File: config.mk
export PLATFORM = sky130hd
export DESIGN_NAME = alu_rs_scheduler_flat
export DESIGN_NICKNAME = d
export VERILOG_FILES = /design/src/rtl/alu_rs_scheduler_pkg.sv /design/src/rtl/alu_rs_scheduler_if.sv /design/src/rtl/alu_rs_scheduler_pick.sv /design/src/rtl/alu_rs_scheduler.sv /design/src/flat_wrapper.sv
export SDC_FILE = /design/constraint.sdc
export NUM_CORES = 2
export LEC_CHECK = 0
export BUFFER_PORTS_ARGS = -buffer_cell sky130_fd_sc_hd__buf_2
export CORE_ASPECT_RATIO = 0.7
export CORE_UTILIZATION = 30
export DETAILED_ROUTE_END_ITERATION = 10
export HOLD_SLACK_MARGIN = 0.1
export MAX_ROUTING_LAYER = met4
export PLACE_DENSITY = 0.41
export RECOVER_POWER = 25
export SYNTH_ARGS = -nofsm -noshare
export SYNTH_HDL_FRONTEND = slang
export SYNTH_SLANG_ARGS = --single-unit
File: constraint.sdc
create_clock -name clk -period 6.4 [get_ports clk]
set_clock_uncertainty 0.1 [all_clocks]
set_input_delay 0.64 -clock clk [delete_from_list [all_inputs] [get_ports clk]]
set_output_delay 0.64 -clock clk [all_outputs]
set_load 0.02 [all_outputs]
File: src/rtl/alu_rs_scheduler_pkg.sv
`default_nettype none
// ============================================================================
// Module      : alu_rs_scheduler_pkg
// Description : Shared widths, bus types, boolean constants and ALU OP_ID
//               encodings used by the ALU reservation-station scheduler.
// Revision    : 1.0 - initial release
// ============================================================================
package alu_rs_scheduler_pkg;

  localparam int OP_ID_W  = 6;
  localparam int ROB_ID_W = 4;
  localparam int DataWidth = 32;

  typedef logic [OP_ID_W-1:0]  OpIdBus;
  typedef logic [ROB_ID_W-1:0] ROBIDBus;

  localparam logic True  = 1'b1;
  localparam logic False = 1'b0;

  // Integer ALU operation identifiers
  localparam OpIdBus OP_NOP = 6'd0;
  localparam OpIdBus OP_ADD = 6'd1;
  localparam OpIdBus OP_SUB = 6'd2;
  localparam OpIdBus OP_AND = 6'd3;
  localparam OpIdBus OP_OR  = 6'd4;
  localparam OpIdBus OP_XOR = 6'd5;
  localparam OpIdBus OP_SLL = 6'd6;
  localparam OpIdBus OP_SRL = 6'd7;
  localparam OpIdBus OP_SRA = 6'd8;
  localparam OpIdBus OP_SLT = 6'd9;

endpackage
`default_nettype wire

File: src/rtl/alu_rs_scheduler_if.sv
`default_nettype none
// ============================================================================
// Module      : alu_rs_scheduler_if
// Description : Dispatch, result-broadcast and issue signals of the ALU
//               reservation station. slave = station view, master = the
//               surrounding pipeline (dispatch, producers, ALU).
// Revision    : 1.0 - initial release
// ============================================================================
interface alu_rs_scheduler_if
  import alu_rs_scheduler_pkg::*;
#(
  parameter int OP_W  = OP_ID_W,
  parameter int ROB_W = ROB_ID_W
);

  logic                 disp_valid;
  logic [OP_W-1:0]      disp_op;
  logic [DataWidth-1:0] disp_pc;
  logic [DataWidth-1:0] disp_imm;
  logic [ROB_W-1:0]     disp_rob_id;
  logic [DataWidth-1:0] disp_vj;
  logic [DataWidth-1:0] disp_vk;
  logic [ROB_W-1:0]     disp_qj;
  logic [ROB_W-1:0]     disp_qk;
  logic                 disp_j_wait;
  logic                 disp_k_wait;
  logic                 disp_full;

  logic                 cdb_alu_valid;
  logic [ROB_W-1:0]     cdb_alu_rob_id;
  logic [DataWidth-1:0] cdb_alu_value;
  logic                 cdb_lsb_valid;
  logic [ROB_W-1:0]     cdb_lsb_rob_id;
  logic [DataWidth-1:0] cdb_lsb_value;

  logic                 alu_valid;
  logic [OP_W-1:0]      alu_op;
  logic [DataWidth-1:0] alu_pc;
  logic [DataWidth-1:0] alu_rs1;
  logic [DataWidth-1:0] alu_rs2;
  logic [DataWidth-1:0] alu_imm;
  logic [ROB_W-1:0]     alu_rob_id;

  modport slave (
    input  disp_valid, disp_op, disp_pc, disp_imm, disp_rob_id,
           disp_vj, disp_vk, disp_qj, disp_qk, disp_j_wait, disp_k_wait,
    output disp_full,
    input  cdb_alu_valid, cdb_alu_rob_id, cdb_alu_value,
           cdb_lsb_valid, cdb_lsb_rob_id, cdb_lsb_value,
    output alu_valid, alu_op, alu_pc, alu_rs1, alu_rs2, alu_imm, alu_rob_id
  );

  modport master (
    output disp_valid, disp_op, disp_pc, disp_imm, disp_rob_id,
           disp_vj, disp_vk, disp_qj, disp_qk, disp_j_wait, disp_k_wait,
    input  disp_full,
    output cdb_alu_valid, cdb_alu_rob_id, cdb_alu_value,
           cdb_lsb_valid, cdb_lsb_rob_id, cdb_lsb_value,
    input  alu_valid, alu_op, alu_pc, alu_rs1, alu_rs2, alu_imm, alu_rob_id
  );

endinterface
`default_nettype wire

File: src/rtl/alu_rs_scheduler_pick.sv
`default_nettype none
// ============================================================================
// Module      : alu_rs_pick
// Description : Lowest-index priority encoder. found = any request set,
//               idx = position of the lowest set request (0 when none).
// Revision    : 1.0 - initial release
// ============================================================================
module alu_rs_pick #(
  parameter int N  = 8,
  parameter int IW = $clog2(N)
) (
  input  logic [N-1:0]  req,
  output logic          found,
  output logic [IW-1:0] idx
);

  // Scan from the top down so the lowest set bit is the last one written
  always_comb begin
    found = |req;
    idx   = '0;
    for (int i = N - 1; i >= 0; i--) begin
      if (req[i]) idx = IW'(i);
    end
  end

endmodule
`default_nettype wire

File: src/rtl/alu_rs_scheduler.sv
`default_nettype none
// ============================================================================
// Module      : alu_rs_scheduler
// Description : ALU reservation station. Holds up to ENTRIES dispatched ops,
//               captures operands from the ALU and LSB result buses, and
//               issues the lowest-index ready op per cycle through
//               registered alu_* outputs.
// Revision    : 1.0 - initial release
// ============================================================================
module alu_rs_scheduler
  import alu_rs_scheduler_pkg::*;
#(
  parameter int ENTRIES = 8,
  parameter int OP_W    = OP_ID_W,
  parameter int ROB_W   = ROB_ID_W
) (
  input  logic                clk,
  input  logic                rst,
  input  logic                rdy,
  input  logic                flush,
  alu_rs_scheduler_if.slave   bus
);

  localparam int IW = $clog2(ENTRIES);

  // Station entry state
  logic [ENTRIES-1:0]   r_busy;
  logic [ENTRIES-1:0]   r_jw;
  logic [ENTRIES-1:0]   r_kw;
  logic [OP_W-1:0]      r_op  [ENTRIES];
  logic [DataWidth-1:0] r_pc  [ENTRIES];
  logic [DataWidth-1:0] r_imm [ENTRIES];
  logic [ROB_W-1:0]     r_rob [ENTRIES];
  logic [DataWidth-1:0] r_vj  [ENTRIES];
  logic [DataWidth-1:0] r_vk  [ENTRIES];
  logic [ROB_W-1:0]     r_qj  [ENTRIES];
  logic [ROB_W-1:0]     r_qk  [ENTRIES];

  // Registered issue payload
  logic                 r_alu_valid;
  logic [OP_W-1:0]      r_alu_op;
  logic [DataWidth-1:0] r_alu_pc;
  logic [DataWidth-1:0] r_alu_rs1;
  logic [DataWidth-1:0] r_alu_rs2;
  logic [DataWidth-1:0] r_alu_imm;
  logic [ROB_W-1:0]     r_alu_rob;

  logic [ENTRIES-1:0]   w_ready;
  logic                 w_free_found;
  logic [IW-1:0]        w_free_idx;
  logic                 w_rdy_found;
  logic [IW-1:0]        w_rdy_idx;
  logic [DataWidth-1:0] w_dvj;
  logic [DataWidth-1:0] w_dvk;
  logic                 w_djw;
  logic                 w_dkw;

  // Readiness comes from registered state only, so wakeups issue one edge later
  generate
    for (genvar g = 0; g < ENTRIES; g++) begin : g_ready
      assign w_ready[g] = r_busy[g] & ~r_jw[g] & ~r_kw[g];
    end
  endgenerate

  alu_rs_pick #(.N(ENTRIES), .IW(IW)) u_pick_free (
    .req   (~r_busy),
    .found (w_free_found),
    .idx   (w_free_idx)
  );

  alu_rs_pick #(.N(ENTRIES), .IW(IW)) u_pick_ready (
    .req   (w_ready),
    .found (w_rdy_found),
    .idx   (w_rdy_idx)
  );

  assign bus.disp_full  = &r_busy;
  assign bus.alu_valid  = r_alu_valid;
  assign bus.alu_op     = r_alu_op;
  assign bus.alu_pc     = r_alu_pc;
  assign bus.alu_rs1    = r_alu_rs1;
  assign bus.alu_rs2    = r_alu_rs2;
  assign bus.alu_imm    = r_alu_imm;
  assign bus.alu_rob_id = r_alu_rob;

  // Dispatch bypass: a same-cycle broadcast fills a waiting operand; ALU bus wins
  always_comb begin
    w_dvj = bus.disp_vj;
    w_djw = bus.disp_j_wait;
    w_dvk = bus.disp_vk;
    w_dkw = bus.disp_k_wait;
    if (bus.disp_j_wait) begin
      if (bus.cdb_alu_valid && bus.cdb_alu_rob_id == bus.disp_qj) begin
        w_dvj = bus.cdb_alu_value;
        w_djw = False;
      end else if (bus.cdb_lsb_valid && bus.cdb_lsb_rob_id == bus.disp_qj) begin
        w_dvj = bus.cdb_lsb_value;
        w_djw = False;
      end
    end
    if (bus.disp_k_wait) begin
      if (bus.cdb_alu_valid && bus.cdb_alu_rob_id == bus.disp_qk) begin
        w_dvk = bus.cdb_alu_value;
        w_dkw = False;
      end else if (bus.cdb_lsb_valid && bus.cdb_lsb_rob_id == bus.disp_qk) begin
        w_dvk = bus.cdb_lsb_value;
        w_dkw = False;
      end
    end
  end

  // Entry update (wakeup, issue, dispatch) and registered issue outputs
  always_ff @(posedge clk or negedge rst) begin
    if (!rst) begin
      r_busy      <= '0;
      r_jw        <= '0;
      r_kw        <= '0;
      for (int i = 0; i < ENTRIES; i++) begin
        r_op[i]  <= '0;
        r_pc[i]  <= '0;
        r_imm[i] <= '0;
        r_rob[i] <= '0;
        r_vj[i]  <= '0;
        r_vk[i]  <= '0;
        r_qj[i]  <= '0;
        r_qk[i]  <= '0;
      end
      r_alu_valid <= False;
      r_alu_op    <= '0;
      r_alu_pc    <= '0;
      r_alu_rs1   <= '0;
      r_alu_rs2   <= '0;
      r_alu_imm   <= '0;
      r_alu_rob   <= '0;
    end else if (rdy) begin
      r_alu_valid <= False;
      if (flush) begin
        r_busy <= '0;
      end else begin
        for (int i = 0; i < ENTRIES; i++) begin
          if (r_busy[i] && r_jw[i]) begin
            if (bus.cdb_alu_valid && bus.cdb_alu_rob_id == r_qj[i]) begin
              r_vj[i] <= bus.cdb_alu_value;
              r_jw[i] <= False;
            end else if (bus.cdb_lsb_valid && bus.cdb_lsb_rob_id == r_qj[i]) begin
              r_vj[i] <= bus.cdb_lsb_value;
              r_jw[i] <= False;
            end
          end
          if (r_busy[i] && r_kw[i]) begin
            if (bus.cdb_alu_valid && bus.cdb_alu_rob_id == r_qk[i]) begin
              r_vk[i] <= bus.cdb_alu_value;
              r_kw[i] <= False;
            end else if (bus.cdb_lsb_valid && bus.cdb_lsb_rob_id == r_qk[i]) begin
              r_vk[i] <= bus.cdb_lsb_value;
              r_kw[i] <= False;
            end
          end
        end
        // Issued slot is busy, dispatch slot is free: they never collide
        if (w_rdy_found) begin
          r_busy[w_rdy_idx] <= False;
          r_alu_valid       <= True;
          r_alu_op          <= r_op[w_rdy_idx];
          r_alu_pc          <= r_pc[w_rdy_idx];
          r_alu_rs1         <= r_vj[w_rdy_idx];
          r_alu_rs2         <= r_vk[w_rdy_idx];
          r_alu_imm         <= r_imm[w_rdy_idx];
          r_alu_rob         <= r_rob[w_rdy_idx];
        end
        if (bus.disp_valid && w_free_found) begin
          r_busy[w_free_idx] <= True;
          r_op[w_free_idx]   <= bus.disp_op;
          r_pc[w_free_idx]   <= bus.disp_pc;
          r_imm[w_free_idx]  <= bus.disp_imm;
          r_rob[w_free_idx]  <= bus.disp_rob_id;
          r_vj[w_free_idx]   <= w_dvj;
          r_vk[w_free_idx]   <= w_dvk;
          r_qj[w_free_idx]   <= bus.disp_qj;
          r_qk[w_free_idx]   <= bus.disp_qk;
          r_jw[w_free_idx]   <= w_djw;
          r_kw[w_free_idx]   <= w_dkw;
        end
      end
    end else begin
      r_alu_valid <= False;
    end
  end

endmodule
`default_nettype wire
File: src/flat_wrapper.sv
// flat-port wrapper written by rule: the top's interface ports become plain ports
module alu_rs_scheduler_flat import alu_rs_scheduler_pkg::*;
#(
  parameter int ENTRIES = 8,
  parameter int OP_W    = OP_ID_W,
  parameter int ROB_W   = ROB_ID_W
)
  (clk, rst, rdy, flush, bus_disp_valid, bus_disp_op, bus_disp_pc, bus_disp_imm, bus_disp_rob_id, bus_disp_vj, bus_disp_vk, bus_disp_qj, bus_disp_qk, bus_disp_j_wait, bus_disp_k_wait, bus_disp_full, bus_cdb_alu_valid, bus_cdb_alu_rob_id, bus_cdb_alu_value, bus_cdb_lsb_valid, bus_cdb_lsb_rob_id, bus_cdb_lsb_value, bus_alu_valid, bus_alu_op, bus_alu_pc, bus_alu_rs1, bus_alu_rs2, bus_alu_imm, bus_alu_rob_id);
  alu_rs_scheduler_if #(.OP_W(OP_W), .ROB_W(ROB_W)) bus_i ();
  input  logic clk;
  input  logic rst;
  input  logic rdy;
  input  logic flush;
  input wire logic [$bits(bus_i.disp_valid)-1:0] bus_disp_valid;
  input wire logic [$bits(bus_i.disp_op)-1:0] bus_disp_op;
  input wire logic [$bits(bus_i.disp_pc)-1:0] bus_disp_pc;
  input wire logic [$bits(bus_i.disp_imm)-1:0] bus_disp_imm;
  input wire logic [$bits(bus_i.disp_rob_id)-1:0] bus_disp_rob_id;
  input wire logic [$bits(bus_i.disp_vj)-1:0] bus_disp_vj;
  input wire logic [$bits(bus_i.disp_vk)-1:0] bus_disp_vk;
  input wire logic [$bits(bus_i.disp_qj)-1:0] bus_disp_qj;
  input wire logic [$bits(bus_i.disp_qk)-1:0] bus_disp_qk;
  input wire logic [$bits(bus_i.disp_j_wait)-1:0] bus_disp_j_wait;
  input wire logic [$bits(bus_i.disp_k_wait)-1:0] bus_disp_k_wait;
  output wire logic [$bits(bus_i.disp_full)-1:0] bus_disp_full;
  input wire logic [$bits(bus_i.cdb_alu_valid)-1:0] bus_cdb_alu_valid;
  input wire logic [$bits(bus_i.cdb_alu_rob_id)-1:0] bus_cdb_alu_rob_id;
  input wire logic [$bits(bus_i.cdb_alu_value)-1:0] bus_cdb_alu_value;
  input wire logic [$bits(bus_i.cdb_lsb_valid)-1:0] bus_cdb_lsb_valid;
  input wire logic [$bits(bus_i.cdb_lsb_rob_id)-1:0] bus_cdb_lsb_rob_id;
  input wire logic [$bits(bus_i.cdb_lsb_value)-1:0] bus_cdb_lsb_value;
  output wire logic [$bits(bus_i.alu_valid)-1:0] bus_alu_valid;
  output wire logic [$bits(bus_i.alu_op)-1:0] bus_alu_op;
  output wire logic [$bits(bus_i.alu_pc)-1:0] bus_alu_pc;
  output wire logic [$bits(bus_i.alu_rs1)-1:0] bus_alu_rs1;
  output wire logic [$bits(bus_i.alu_rs2)-1:0] bus_alu_rs2;
  output wire logic [$bits(bus_i.alu_imm)-1:0] bus_alu_imm;
  output wire logic [$bits(bus_i.alu_rob_id)-1:0] bus_alu_rob_id;
  assign bus_i.disp_valid = bus_disp_valid;
  assign bus_i.disp_op = bus_disp_op;
  assign bus_i.disp_pc = bus_disp_pc;
  assign bus_i.disp_imm = bus_disp_imm;
  assign bus_i.disp_rob_id = bus_disp_rob_id;
  assign bus_i.disp_vj = bus_disp_vj;
  assign bus_i.disp_vk = bus_disp_vk;
  assign bus_i.disp_qj = bus_disp_qj;
  assign bus_i.disp_qk = bus_disp_qk;
  assign bus_i.disp_j_wait = bus_disp_j_wait;
  assign bus_i.disp_k_wait = bus_disp_k_wait;
  assign bus_disp_full = bus_i.disp_full;
  assign bus_i.cdb_alu_valid = bus_cdb_alu_valid;
  assign bus_i.cdb_alu_rob_id = bus_cdb_alu_rob_id;
  assign bus_i.cdb_alu_value = bus_cdb_alu_value;
  assign bus_i.cdb_lsb_valid = bus_cdb_lsb_valid;
  assign bus_i.cdb_lsb_rob_id = bus_cdb_lsb_rob_id;
  assign bus_i.cdb_lsb_value = bus_cdb_lsb_value;
  assign bus_alu_valid = bus_i.alu_valid;
  assign bus_alu_op = bus_i.alu_op;
  assign bus_alu_pc = bus_i.alu_pc;
  assign bus_alu_rs1 = bus_i.alu_rs1;
  assign bus_alu_rs2 = bus_i.alu_rs2;
  assign bus_alu_imm = bus_i.alu_imm;
  assign bus_alu_rob_id = bus_i.alu_rob_id;
  alu_rs_scheduler #(.ENTRIES(ENTRIES), .OP_W(OP_W), .ROB_W(ROB_W)) u_core (.clk(clk), .rst(rst), .rdy(rdy), .flush(flush), .bus(bus_i));
endmodule
==> flow_summary_export.csv <==
group,metric,value,unit
outcome,status,"finished, violations left",
outcome,violations,"capacitance limit, slew limit",
timing,holdWs,0.1470,ns
timing,setup_viol,0,
placed_design,gp_congestion,0.9201,
setup_path,cp.arrival,5.26,ns
timing,clock.fmax,214.5,MHz
die,die_h,406.7,um
setup_path,crit_path_start_kind,"input pin",
power_and_ir_drop,ir_drop,0.2541,mV
global_route,grt_pass1_vias,66383,
clock_network,worstSkewPairLatency,0.84,ns
setup_path,cp-end-kind,"async pin",
final_layout,drive_above_1_share,10.98,%
synthesis,synth_common_cells,"2356 x nand2_1, 1331 x dfrtp_1, 650 x clkbuf_1",
timing,rsz0062_at_grt,"false",
final_layout,fin_nets,8515,
setup_path,cp_top_family,"buffers and inverters",
setup_path,crit_buf_inv,3,
placed_design,dp_hpwl,212800,um
setup_path,critPathSlowestCell,"clkbuf_2",
timing,fin_crit_sh,72.85,%
detailed_routing,ant_nets,0,
detailed_routing,post-route-drc-count,0,
final_layout,synthToLayoutAreaGrowth,14.75,%
clock_network,cts-buffers-inserted,162,
die,dieWidth,580.2,um
clock_network,cts_setup_buffers,0,
clock_network,cts_tree,"yes",
detailed_routing,vias,69895,
detailed_routing,wl,376300,um
clock_network,clockBufferDepth,4,
setup_path,crit_path_max_fanout,107,
job,drv_cap,1,
timing,setup-tns-final,0,ns
timing,slew_viol_final,102,
detailed_routing,avgViaCountPerCell,6.083,
synthesis,seq_area_frac_synth,47.44,%
detailed_routing,dr.pass1.iters,8,
clock_network,clock-sinks,1331,
synthesis,synthFlopType,"dfrtp_1",
synthesis,ys_ff_latch,1331,
detailed_routing,drt-initial-drc-count,9260,
synthesis,syn_nets,8604,
setup_path,worstPathRequired,6.99,ns
power_and_ir_drop,pwr_density_cell,343.0,mW/mm^2
synthesis,async_reset_ff_share,100.0,%
synthesis,yosysTopAreaCellShare,47.44,%
global_route,gr-usage-all-layers,31.88,%
timing,final_hold_viol_count,0,
timing,layout_min_cycle_time,4.662,ns
placed_design,port_buffers,366,
power_and_ir_drop,p_leak,35.67,nW
global_route,overflow,0,
timing,worst_pin_slew,3.794,ns
clock_network,cts_root_buffer,"clkbuf_16",
power_and_ir_drop,design_power_total,27.64,mW
setup_path,crit_top_cell,"clkbuf_2",
clock_network,clk_pin_slew_worst_paths,0.06,ns
synthesis,synth_area_leaders,"dfrtp_1 47%, nand2_1 13%, clkbuf_1 3.5%",
setup_path,worstPathCellList,"dlygate4sd3_1 -> clkbuf_2 -> clkbuf_2",
setup_path,critPathKind,"in2async",
synthesis,synthMostInstantiatedCell,"nand2_1",
detailed_routing,wire_per_inst,32.75,um
synthesis,syn_area,0.07020,mm^2
die,core.rowCount,148,
die,io_pins,367,
global_route,grt_pass1_wl,528200,um
synthesis,yosysTopAreaCell,"dfrtp_1",
synthesis,yosys_warnings,0,
global_route,grt_start_max_net_pins,143,
die,core,0.2326,mm^2
synthesis,synth_cells,8377,
global_route,antenna_found_initial,17,
hold_path,hold_path.class,"in2reg",
synthesis,synth_cell_types,79,
clock_network,post_cts_resized,0,
die,initial_core_util,30.18,%
die,die_area,0.2360,mm^2
setup_path,slowest_delay,2.50,ns
clock_network,htree_levels,4,
timing,maxSlewHeadroom,-152.9,%
synthesis,synth_edf_count,0,
synthesis,syn_avg_cell_area,8.381,um^2
## logic make-up after synthesis
group,Yosys count,share of synthesized area (%)
buffers and inverters,1001,6.051
AND/OR/NAND/NOR,3720,22.21
flip-flops,1331,47.44
XOR/XNOR,144,1.796
multiplexers,126,1.818
AO/OA/AOI/OAI,2055,20.69
## report_power, final
group / total, mW / leakage (nW) / switching (mW) / internal (mW)
Clock: 9.23 / 2.49 / 3.99 / 5.25
Combinational: 7.20 / 15.7 / 4.86 / 2.34
Sequential: 11.2 / 17.5 / 1.19 / 10.0
## state kept, by name, indices dropped and copies added, names as in the netlist, 48 cells and up
signal        cells
u_core.r_vj     256
u_core.r_imm    256
u_core.r_vk     256
u_core.r_pc     256
u_core.r_op      48
## per-stage QoR
stage	setup slack, ns	std cells	area, um^2	utilization, %
2_1_floorplan	3.610	8377	70200	-
3_3_place_gp	2.129	11090	74420	32.00
3_5_place_dp	2.084	11090	74420	32.00
4_1_cts	2.168	11471	80530	34.63
5_1_grt	1.061	11482	80540	34.63
6_report	1.738	11491	80560	34.64
## metal layers
metal | vias up | GRT usage, % | part of all wire (%)
met1 | 35695 | 44.82 | 45
met4 | 0 | 10.13 | 3.6
met3 | 698 | 6.875 | 9.9
li1 | 29431 | - | -
met2 | 4071 | 45.33 | 42
met5 | - | - | 0
## cell type report
| class | count | area, um^2 |
|---|---|---|
| Fill cell | 24062 | 152000 |
| Sequential cell | 1331 | 33310 |
| Clock inverter | 27 | 207.7 |
| Timing Repair Buffer | 665 | 4891 |
| Tap cell | 3075 | 3847 |
| Antenna cell | 20 | 50.05 |
| Clock buffer | 245 | 4821 |
| Inverter | 83 | 319.1 |
| Multi-Input combinational cell | 6045 | 33120 |
## cells in the final DEF, fill, tap and decap left out, drive strengths merged, types with 36 or more instances in the layout
cell type / synthesis / layout
buf: 268 / 552
a31o: 46 / 46
a221oi: 244 / 244
o221ai: 89 / 89
xor2: 84 / 84
nand2: 2357 / 2357
a32oi: 36 / 36
a211oi: 44 / 44
inv: 81 / 84
dfrtp: 1331 / 1331
o21ai: 312 / 312
dlygate4sd3: 0 / 109
o22a: 87 / 87
mux2i: 114 / 114
xnor2: 60 / 60
o32ai: 98 / 98
o211ai: 93 / 93
a31oi: 142 / 142
nor2: 424 / 424
clkbuf: 650 / 249
nand3: 301 / 301
a21oi: 301 / 301
o22ai: 207 / 207
nor3: 424 / 424
a21o: 53 / 53
a2bb2oi: 69 / 69
a22oi: 134 / 134
## what timing repair did
action                     4_1_cts  5_1_grt
hold endpoints to repair       776        0
hold buffers                   109        0
setup endpoints to repair        0        0
## worst register-to-register path, stage by stage, from the launching register on
cell and delay, ns:
dfrtp_1 0.63, or3b_1 0.65, a211oi_4 0.37, buf_12 0.70, nand2_1 0.49, o21ai_0 1.02
or4_1 0.30, o22a_1 0.14
## final timing paths
check | start | end | slack (ns) | cells past startpoint
min | bus_disp_vk[11] | u_core.r_vk[235] | 0.15 | 3
max in group clk | u_core.r_busy[3] | u_core.bus.alu_rs1[21] | 1.93 | 7
min in group asynchronous | rst | u_core.r_qk[24] | 1.57 | 2
min reg2reg | u_core.r_imm[47] | u_core.r_imm[47] | 0.36 | 2
max | rst | u_core.r_pc[208] | 1.74 | 3
max reg2reg | u_core.r_busy[3] | u_core.bus.alu_rs1[21] | 1.93 | 7
Note: power is estimated with default switching activity, not from simulation.
